<file path="src/rtl/dct_transpose_buf_if.sv">
// Stream interface for dct_transpose_buf: row-major input and column-major output handshakes.
// When DCT_TRANSPOSE_BYPASS_EN is defined, a per-block bypass input is added.
interface dct_transpose_buf_if #(
  parameter int DATA_WIDTH = 10
);
  logic                  in_valid;
  logic                  in_ready;
  logic [DATA_WIDTH-1:0] in_data;
  logic                  out_valid;
  logic                  out_ready;
  logic [DATA_WIDTH-1:0] out_data;
  logic                  out_first;
  logic                  out_last;

`ifdef DCT_TRANSPOSE_BYPASS_EN
  logic                  bypass;

  modport slave (
    input  in_valid, in_data, bypass, out_ready,
    output in_ready, out_valid, out_data, out_first, out_last
  );
  modport master (
    output in_valid, in_data, bypass, out_ready,
    input  in_ready, out_valid, out_data, out_first, out_last
  );
`else
  modport slave (
    input  in_valid, in_data, out_ready,
    output in_ready, out_valid, out_data, out_first, out_last
  );
  modport master (
    output in_valid, in_data, out_ready,
    input  in_ready, out_valid, out_data, out_first, out_last
  );
`endif
endinterface

</file>
<file path="src/rtl/dct_transpose_buf.sv">
// N x N ping-pong transpose buffer: accepts a block row-major and emits it column-major.
// Optional macro DCT_TRANSPOSE_BYPASS_EN adds a per-block bypass that keeps row-major order.
module dct_transpose_buf #(
  parameter int DATA_WIDTH = 10,
  parameter int N          = 8
) (
  input  logic               clk,
  input  logic               rst,
  dct_transpose_buf_if.slave bus
);
  localparam int DEPTH = N * N;
  localparam int AW    = $clog2(DEPTH);
  localparam int HW    = AW / 2;
  localparam logic [AW-1:0] LAST_IDX = AW'(DEPTH - 1);

  typedef enum logic [1:0] {
    EMPTY    = 2'd0,
    FILLING  = 2'd1,
    FULL     = 2'd2,
    DRAINING = 2'd3
  } bank_state_e;

  bank_state_e           r_state [2];
  logic                  r_wr_bank;
  logic                  r_rd_bank;
  logic [AW-1:0]         r_wr_idx;
  logic [AW-1:0]         r_rd_idx;
  logic [DATA_WIDTH-1:0] r_mem [2][DEPTH];
  logic                  r_out_valid;
  logic [DATA_WIDTH-1:0] r_out_data;
  logic                  r_out_first;
  logic                  r_out_last;
`ifdef DCT_TRANSPOSE_BYPASS_EN
  logic                  r_bypass [2];
`endif

  logic          w_in_ready;
  logic          w_wr_fire;
  logic          w_advance;
  logic          w_rd_load;
  logic [AW-1:0] w_rd_addr;

  // Writer may only touch a bank the reader has released.
  assign w_in_ready = !rst && (r_state[r_wr_bank] == EMPTY || r_state[r_wr_bank] == FILLING);
  assign w_wr_fire  = bus.in_valid && w_in_ready;
  assign w_advance  = bus.out_ready || !r_out_valid;
  assign w_rd_load  = w_advance &&
                      (r_state[r_rd_bank] == FULL || r_state[r_rd_bank] == DRAINING);

  // k = col*N + row in reading order, so the stored address row*N + col is k with halves swapped.
  always_comb begin
    // NOTE: assign a default first so every path drives the signal and no latch is inferred.
    w_rd_addr = {r_rd_idx[HW-1:0], r_rd_idx[AW-1:HW]};
`ifdef DCT_TRANSPOSE_BYPASS_EN
    if (r_bypass[r_rd_bank]) begin
      w_rd_addr = r_rd_idx;
    end
`endif
  end

  // NOTE: sample storage is left out of reset; the bank states alone decide which words are live.
  always_ff @(posedge clk) begin
    if (w_wr_fire) begin
      r_mem[r_wr_bank][r_wr_idx] <= bus.in_data;
    end
  end

  always_ff @(posedge clk) begin
    // NOTE: all state uses <= so every update in this block sees the pre-edge values.
    if (rst) begin
      r_state[0]  <= EMPTY;
      r_state[1]  <= EMPTY;
      r_wr_bank   <= 1'b0;
      r_rd_bank   <= 1'b0;
      r_wr_idx    <= '0;
      r_rd_idx    <= '0;
      r_out_valid <= 1'b0;
      r_out_data  <= '0;
      r_out_first <= 1'b0;
      r_out_last  <= 1'b0;
`ifdef DCT_TRANSPOSE_BYPASS_EN
      r_bypass[0] <= 1'b0;
      r_bypass[1] <= 1'b0;
`endif
    end else begin
      // Writer and reader never act on the same bank in one cycle: their state sets are disjoint.
      if (w_wr_fire) begin
`ifdef DCT_TRANSPOSE_BYPASS_EN
        if (r_wr_idx == '0) begin
          r_bypass[r_wr_bank] <= bus.bypass;
        end
`endif
        if (r_wr_idx == LAST_IDX) begin
          r_state[r_wr_bank] <= FULL;
          r_wr_idx           <= '0;
          r_wr_bank          <= ~r_wr_bank;
        end else begin
          r_state[r_wr_bank] <= FILLING;
          r_wr_idx           <= r_wr_idx + AW'(1);
        end
      end

      if (w_advance) begin
        r_out_valid <= w_rd_load;
        if (w_rd_load) begin
          r_out_data  <= r_mem[r_rd_bank][w_rd_addr];
          r_out_first <= (r_rd_idx == '0);
          r_out_last  <= (r_rd_idx == LAST_IDX);
          if (r_rd_idx == LAST_IDX) begin
            r_state[r_rd_bank] <= EMPTY;
            r_rd_idx           <= '0;
            r_rd_bank          <= ~r_rd_bank;
          end else begin
            r_state[r_rd_bank] <= DRAINING;
            r_rd_idx           <= r_rd_idx + AW'(1);
          end
        end else begin
          r_out_first <= 1'b0;
          r_out_last  <= 1'b0;
        end
      end
    end
  end

  assign bus.in_ready  = w_in_ready;
  assign bus.out_valid = r_out_valid;
  assign bus.out_data  = r_out_data;
  assign bus.out_first = r_out_first;
  assign bus.out_last  = r_out_last;

endmodule

</file>
<file path="src/flat_wrapper.sv">
// flat-port wrapper written by rule: the top's interface ports become plain ports
module dct_transpose_buf_flat 
#(
  parameter int DATA_WIDTH = 10,
  parameter int N          = 8
)
  (clk, rst, bus_in_valid, bus_in_data, bus_out_ready, bus_in_ready, bus_out_valid, bus_out_data, bus_out_first, bus_out_last);
  dct_transpose_buf_if #(.DATA_WIDTH(DATA_WIDTH)) bus_i ();
  input  logic clk;
  input  logic rst;
  input wire logic [$bits(bus_i.in_valid)-1:0] bus_in_valid;
  input wire logic [$bits(bus_i.in_data)-1:0] bus_in_data;
  input wire logic [$bits(bus_i.out_ready)-1:0] bus_out_ready;
  output wire logic [$bits(bus_i.in_ready)-1:0] bus_in_ready;
  output wire logic [$bits(bus_i.out_valid)-1:0] bus_out_valid;
  output wire logic [$bits(bus_i.out_data)-1:0] bus_out_data;
  output wire logic [$bits(bus_i.out_first)-1:0] bus_out_first;
  output wire logic [$bits(bus_i.out_last)-1:0] bus_out_last;
  assign bus_i.in_valid = bus_in_valid;
  assign bus_i.in_data = bus_in_data;
  assign bus_i.out_ready = bus_out_ready;
  assign bus_in_ready = bus_i.in_ready;
  assign bus_out_valid = bus_i.out_valid;
  assign bus_out_data = bus_i.out_data;
  assign bus_out_first = bus_i.out_first;
  assign bus_out_last = bus_i.out_last;
  dct_transpose_buf #(.DATA_WIDTH(DATA_WIDTH), .N(N)) u_core (.clk(clk), .rst(rst), .bus(bus_i));
endmodule
</file>
<file path="config.mk">
export PLATFORM = sky130hd
export DESIGN_NAME = dct_transpose_buf_flat
export DESIGN_NICKNAME = d
export VERILOG_FILES = /design/src/rtl/dct_transpose_buf_if.sv /design/src/rtl/dct_transpose_buf.sv /design/src/flat_wrapper.sv
export SDC_FILE = /design/constraint.sdc
export NUM_CORES = 1
export LEC_CHECK = 0
export CELL_PAD_IN_SITES_DETAIL_PLACEMENT = 0
export CELL_PAD_IN_SITES_GLOBAL_PLACEMENT = 1
export CORE_ASPECT_RATIO = 0.7
export CORE_MARGIN = 3
export CORE_UTILIZATION = 56
export DETAILED_ROUTE_END_ITERATION = 16
export MAX_ROUTING_LAYER = met4
export PLACE_DENSITY = 0.77
export SLEW_MARGIN = 15
export SYNTH_ARGS = -nofsm -noshare
export SYNTH_HDL_FRONTEND = slang
export SYNTH_SLANG_ARGS = --single-unit
</file>
<file path="constraint.sdc">
create_clock -name clk -period 3.35 [get_ports clk]
set_input_delay 1.005 -clock clk [delete_from_list [all_inputs] [get_ports clk]]
set_output_delay 1.005 -clock clk [all_outputs]
set_load 0.03 [all_outputs]
</file>
# [Word-level counts from Yosys, hierarchy flattened]
# Memories as Yosys holds them, arrays and structs flattened. A register that Yosys moved wholly into a read port is not among the register bits.
# Index checks and enable logic that the tools add are counted.
[word_totals] regBits=27 latchBits=0 mem_bits_rw=1284 romBits=0 input_bits=14 output_inout_bits=14 wordCells=87 mem_count=2
[classes] n_addsub=2 n_mul=0 n_div=0 magnitude_cmp=3 eq_ne=5 shift=0 muxes=45 bitwise=6 reduce_logical=16
[mem_list] memory="u_core.r_mem" depth=2 word_bits=640 rd=1 rd_ports_with_merged_regs=1 write_ports=1 line="dct_transpose_buf.sv:28" source="logic [DATA_WIDTH-1:0] r_mem [2][DEPTH];"
[mem_list] memory="u_core.r_state" depth=2 word_bits=2 rd=2 rd_ports_with_merged_regs=2 write_ports=2 line="dct_transpose_buf.sv:23" source="bank_state_e r_state [2];"
[ops] op="640-bit 2-to-1 mux" count=1
[ops] op="10-bit binary-select mux with 6-bit select" count=1
[ops] op="10-bit demux with 6-bit select" count=1
[ops] op="1-bit 2-to-1 mux" count=33
[ops] op="10-bit 2-to-1 mux" count=3
[ops] op="7-bit >= comparator (second input constant)" count=2
[ops] op="6-bit inverter with 7-bit output" count=2
[ops] op="6-bit by 1-bit adder with 6-bit output (second input constant)" count=2
[ops] op="6-bit == test (second input constant)" count=2
[ops] op="6-bit 2-to-1 mux" count=2
[ops] op="2-bit 2-to-1 mux" count=4
[ops] op="7-bit by 1-bit less-than comparator with 1-bit output (second input constant)" count=1
[ops] op="6-bit logical NOT" count=1
[ops] op="2-bit == test (second input constant)" count=2
[ops] op="1-bit logical AND" count=4
[ops] op="2-bit AND reduction" count=2
[ops] op="2-bit OR reduction" count=2
[ops] op="1-bit logical OR" count=3
[ops] op="3-bit AND reduction" count=1
[ops] op="2-bit by 1-bit == test with 1-bit output (second input constant)" count=1
[ops] op="1-bit logical NOT" count=2
[ops] op="2-bit logical NOT" count=1
[ops] op="1-bit inverter" count=2
[ops] op="1-bit OR" count=2

# [Depth between registers and ports, before layout]
# Gate-level depths: netlist of run 1.
[depth] word_depth=10 mapped_depth=12 mapped_depth_nobuf=6

# [Worst setup path after synthesis of run 1]
# No wires, ideal clock.
[synth_timing] kind="input-to-reg" startpoint="input port rst" endpoint="memory u_core.r_mem[1][120] (netlist bit) (enable)" setup_time_ps=376 arrival_ps=2864 required_ps=2974 path_slack_ps=110 stages=7 path_cell_list="clkbuf_1 nor2_1 nand2_1 nor2_1 nand3_1 clkbuf_1 nor2_1"
[synth_between] elab_chain_cells=5
[synth_lines] element="from (decl)" line="flat_wrapper.sv:10" source="input logic rst;"
[synth_lines] element="1-bit logical NOT" line="dct_transpose_buf.sv:44" source="assign w_in_ready = !rst && (r_state[r_wr_bank] == EMPTY || r_state[r_wr_bank] == FILLING);"
[synth_lines] element="1-bit logical AND" line="dct_transpose_buf.sv:44"
[synth_lines] element="via bus_in_ready" line="flat_wrapper.sv:14" source="output wire logic [$bits(bus_i.in_ready)-1:0] bus_in_ready;"
[synth_lines] element="1-bit logical AND" line="dct_transpose_buf.sv:45" source="assign w_wr_fire = bus.in_valid && w_in_ready;"
[synth_lines] element="1-bit 2-to-1 mux" line="dct_transpose_buf.sv:63" source="if (w_wr_fire) begin"
[synth_lines] element="640-bit 2-to-1 mux (implied by the code)" line="dct_transpose_buf.sv:64" source="r_mem[r_wr_bank][r_wr_idx] <= bus.in_data;"
[synth_lines] element="to (decl)" line="dct_transpose_buf.sv:28"
# The timed path passes the listed nets, and every way through them passes these cells.

==> flow_summary.toml, run 1 <==
[status]
status = "finished with violations"
failed_checks = "setup timing"

[cells_and_area]
drive_gt1_share_pct = 26.6
final_cell_area_mm2 = 0.0586
syn2layout_area_growth_pct = 14.2
layout_common_cells = "edfxtp_1, buf_4, mux4_2"
final_util_pct = 64.8
fin_cells = 4127
layout_commonest_cell = "edfxtp_1"
nets = 2819

[synthesis]
synthArstFlopShare_pct = 0
synth_flop_cell = "edfxtp_1"
syn_nets = 2490
synth_edf_count = 1282
synth_cell_type_count = 67
seq_area_frac_synth_pct = 76.1
synthCells = 2473
synth.cell_area_mm2 = 0.0513
ys_warn_count = 0
ys_ff_latch = 1311
avgSynthCellArea_um2 = 20.8

[clock_network]
root_buffer = "clkbuf_16"
clkSlewWorstSetupHoldPaths_ns = 0.07
cts_max_level = 3
cts_tree = "done"
clock_latency_ns = 0.73
numCtsBuffers = 117
postCtsSetupBuffers = 0
cts_sinks = 1311
cts_max_path_buffers = 3

[setup_path]
slowest_stage = "mux4_2"
startpoint_type = "flop"
cp_max_fo = 22
path_class = "reg2reg"
cp_slowest_stage_delay_ns = 0.56
cp.required_ns = 3.94
cp.arrival_ns = 3.94
crit_chain = "buf_12, buf_4, mux4_2, mux2i_1, o22a_1, nand4_1, a221oi_2, a211oi_2"
worst_setup_path_end_kind = "flop"

[timing]
final_max_slew_viol_count = 0
finalCritPeriodShare_pct = 100
rsz0062_at_grt = "no"
postLayoutSetupSlackWorst_ns = -0.00365
slew-limit-headroom_pct = 37.0
worst_pin_slew_ns = 0.941
setup_viol = 1
period_minus_slack_ns = 3.35
fin_skew_ns = 0.0259
max_clock_freq_mhz = 298
hold_violations = 0

[global_routing]
grt_pass1_vias = 26400
grt_usage_pct = 29.7
grt_max_degree = 129
grt_overflow = 0
grt_pass1_wl_mm = 194
antenna_found_initial = 3

[detailed_routing]
drtAntennaViolNets = 0
wl_per_cell_um = 32.9
vias = 27200
drc_errors = 0
routed_wl_mm = 136
routed_via_density = 6.59
first_pass_iters = 5
drtIter0Drc = 4415

[placement]
post-dp-hpwl_mm = 88.6
place_area_mm2 = 0.0549
placed_cells = 3905
io_buffers = 27
place.gp.congestion = 0.983

[power]
ir_drop_uv = 431
powerDensity_mw_per_mm2 = 550
p_leak_nw = 18.3

[die]
initial_core_util_pct = 56.7
rows = 92
io_pins = 28
die_area_mm2 = 0.0954
fp.coreArea_mm2 = 0.0905
die_h_um = 259
die-width_um = 368

[job]
maxCapViolCount = 0

[worst_hold_path]
min_path_type = "reg2reg"
-- per-stage QoR --
stage	setup TNS (ns)	hold WS (ns)	power (mW)	setup WS, ns
finish	-0.00365	0.562	32.2	-0.00365
global route	0	0.601	33.1	0.0106
CTS	0	0.555	32.3	0.0725
detailed placement	-0.0504	0.544	19.3	-0.0504
global placement	-0.0774	0.546	19.3	-0.0475
floorplan	0	0.529	18.7	0.110
-- cell families (layout without fill, tap and decap cells) --
kind of cell | Yosys count | count (layout) | synth area share [%]
flops | 1311 | 1311 | 76.1
mux | 435 | 435 | 15.1
simple gates | 332 | 332 | 2.85
compound gates | 232 | 232 | 3.38
buf+inv | 149 | 579 | 2.29
xor+xnor | 11 | 11 | 0.188
fa+ha+maj | 3 | 3 | 0.0731
other cells | 0 | 2 | 0
-- state kept, by name (all words and copies together), names as in the netlist, 2 cells and up, named ones only --
| name | flops |
|---|---|
| u_core.r_mem | 1280 |
| u_core.r_state | 2 |
| u_core.r_rd_idx | 6 |
| u_core.bus.out_data | 10 |
| u_core.r_wr_idx | 6 |
-- final cells by class --
cell class                 count  area (um^2)
timing repair buffer         353         3120
sequential                  1311        39100
clock inverter                67          651
inverter                       6         23.8
clock buffer                 153         3110
fill                        6058        31800
antenna                        2         5.00
multi-input combinational   1013        11100
tap                         1222         1530
-- synthesized netlist by cell type, types with 10 or more instances --
cell type,n,area [um^2]
o21ai_0,10,50.1
clkbuf_1,45,169
a221oi_1,15,131
mux4_1,24,631
o221ai_1,28,245
mux2i_1,159,1590
nor2b_1,11,68.8
nor3_1,29,145
buf_6,24,270
a21oi_1,46,230
edfxtp_1,1282,38500
a211oi_1,15,113
mux4_2,240,5410
a22oi_1,36,270
buf_4,14,105
nor2_1,166,623
dfxtp_1,29,581
o22ai_1,22,138
nand3_1,17,85.1
buf_2,25,125
mux2_2,12,135
buf_8,12,180
nand2_1,66,248
-- critical path, delay by kind of cell (launching register included) --
kind | cells | cell delay (ns)
multiplexers | 2 | 1.08
AO/OA/AOI/OAI | 3 | 0.78
buffers and inverters | 2 | 0.61
flip-flops | 1 | 0.42
AND/OR/NAND/NOR | 1 | 0.28
-- power by group --
part	total, mW	switching (mW)	leakage, nW	internal [mW]
clock network	13.3	5.83	1.81	7.45
logic	0.862	0.658	4.74	0.204
registers	18.1	0.0652	11.8	18.0
total	32.2	6.55	18.3	25.7
-- worst paths after layout --
path,from,end,slack [ns],cells past startpoint
setup / recovery,flop,u_core.bus.out_data[5],-0.004,8
hold / removal,u_core.bus.out_data[3],u_core.bus.out_data[3],0.56,2
setup reg to reg,flop,u_core.bus.out_data[5],-0.004,8
hold reg to reg,u_core.bus.out_data[3],u_core.bus.out_data[3],0.56,2
-- metal layers --
| metal | share of wire (%) | GRT usage, % |
|---|---|---|
| met3 | 15 | 11.3 |
| met5 | 0 | - |
| met2 | 41 | 38.6 |
| met1 | 41 | 44.6 |
| met4 | 2.4 | 7.04 |
-- timing repair --
action,4_1_cts,5_1_grt
hold buffers,0,0
resized for setup,0,3
setup endpoints to repair,0,2
endpoints found under the hold margin,0,0
(Power assumes the default switching activity.)
==> run 2, diff against run 1 <==
- CORE_MARGIN: 3 -> 1
==> flow_summary.toml, run 2 (synthesis results as in run 1) <==
[cells_and_area]
layout_commonest_cell = "edfxtp_1"
final_util_pct = 64.5
layout_common_cells = "edfxtp_1, buf_4, mux4_2"
fill_cells = 5915
drive_gt1_share_pct = 25.9
largest_reg_flops = 1280
syn2layout_area_growth_pct = 13.6
multi_input_area_mm2 = 0.0111
seq_area_mm2 = 0.0391
regMostFlops = "u_core.r_mem"
nets = 2793

[worst_hold_path]
min_path_cells = 2
min_path_type = "reg2reg"

[timing]
final_max_slew_viol_count = 0
worst_pin_slew_ns = 1.19
finalCritPeriodShare_pct = 98.9
hold_violations = 0
fin_hold_ws_ns = 0.553
slew-limit-headroom_pct = 20.8
setup_viol = 0
rsz0062_at_grt = "no"
fin_tns_setup_ns = 0
period_minus_slack_ns = 3.31
fin_skew_ns = 0.0197
max_clock_freq_mhz = 302

[power]
powerDensity_mw_per_mm2 = 551
p_leak_nw = 18.2
finalPower_mw = 32.1
ir_drop_uv = 488

[clock_network]
cts_max_level = 3
clkSlewWorstSetupHoldPaths_ns = 0.07
clock_latency_ns = 0.72
root_buffer = "clkbuf_16"
post_cts_resized = 0
numCtsBuffers = 116
postCtsSetupBuffers = 0
cts_max_path_buffers = 3
cts_tree = "done"
hold_buffers = 0
cts_sinks = 1311

[job]
maxCapViolCount = 0

[placement]
io_buffers = 27
post-dp-hpwl_mm = 88.3
place.gp.congestion = 0.990

[detailed_routing]
drtIter0Drc = 4472
vias = 27100
routed_wl_mm = 136
routed_via_density = 6.61
drtAntennaViolNets = 0
drc_errors = 0
first_pass_iters = 5
wl_per_cell_um = 33.1

[die]
io_pins = 28
initial_core_util_pct = 56.8
rows = 92
die_h_um = 255
die_area_mm2 = 0.0929
fp.coreArea_mm2 = 0.0904
die-width_um = 364

[global_routing]
antenna_found_initial = 3
grt_usage_pct = 30.6
grt_pass1_wl_mm = 194
grt_pass1_vias = 26100
grt_overflow = 0
grt_max_degree = 129

[setup_path]
startpoint_type = "flop"
worstRegToRegCells = 7
path_class = "reg2reg"
cp.arrival_ns = 3.92
worst_setup_path_end_kind = "flop"
cp.required_ns = 3.96
cp_max_fo = 24

[status]
status = "finished, final reports clean"
==> run 2: area by class of cell <==
type	instances	area share, %
flip-flops and latches	1311	67.0
multi-input cells	1013	19.0
clock buffers	154	5.36
repair buffers	328	4.89
well taps	1222	2.62
clock inverters	61	0.993
inverters	6	0.0408
diodes	2	0.00858
==> run 2: power breakdown <==
group	internal (mW)	switching (mW)	total, mW	leakage (nW)
registers	18.0	0.0509	18.1	11.8
logic	0.219	0.688	0.907	4.59
clock network	7.33	5.82	13.1	1.80
total	25.6	6.56	32.1	18.2
==> run 2: layer usage <==
layer / track usage (%) / part of all wire (%) / up-vias
met4: 5.77 / 1.8 / 0
met2: 39.8 / 42 / 1883
met1: 47.7 / 42 / 14100
li1: - / - / 10900
met5: - / 0 / -
met3: 9.64 / 14 / 169
==> run 2: path summary, 6_finish.rpt <==
path	startpoint	endpoint	slack [ns]
max reg2reg	u_core.r_rd_idx[3]	u_core.bus.out_data[6]	0.04
min	u_core.bus.out_first	u_core.bus.out_first	0.55
max	u_core.r_rd_idx[3]	u_core.bus.out_data[6]	0.04
min reg2reg	u_core.bus.out_first	u_core.bus.out_first	0.55
==> run 2: critical path, cell delays in order (launching register included) <==
cell and delay [ns]:
dfxtp_4 0.50, nor2_2 0.97, a22oi_1 0.50, a32oi_1 0.38
o221ai_1 0.33, a31oi_1 0.25, buf_4 0.17, o32ai_1 0.07
==> run 2: stage by stage <==
step	setup slack, ns	area [um^2]	instances
floorplan	0.110	51300	2473
global placement	0.193	54600	3880
global route	0.0691	58300	4097
CTS	0.138	58300	4095
detailed placement	0.134	54600	3880
finish	0.0385	58300	4097
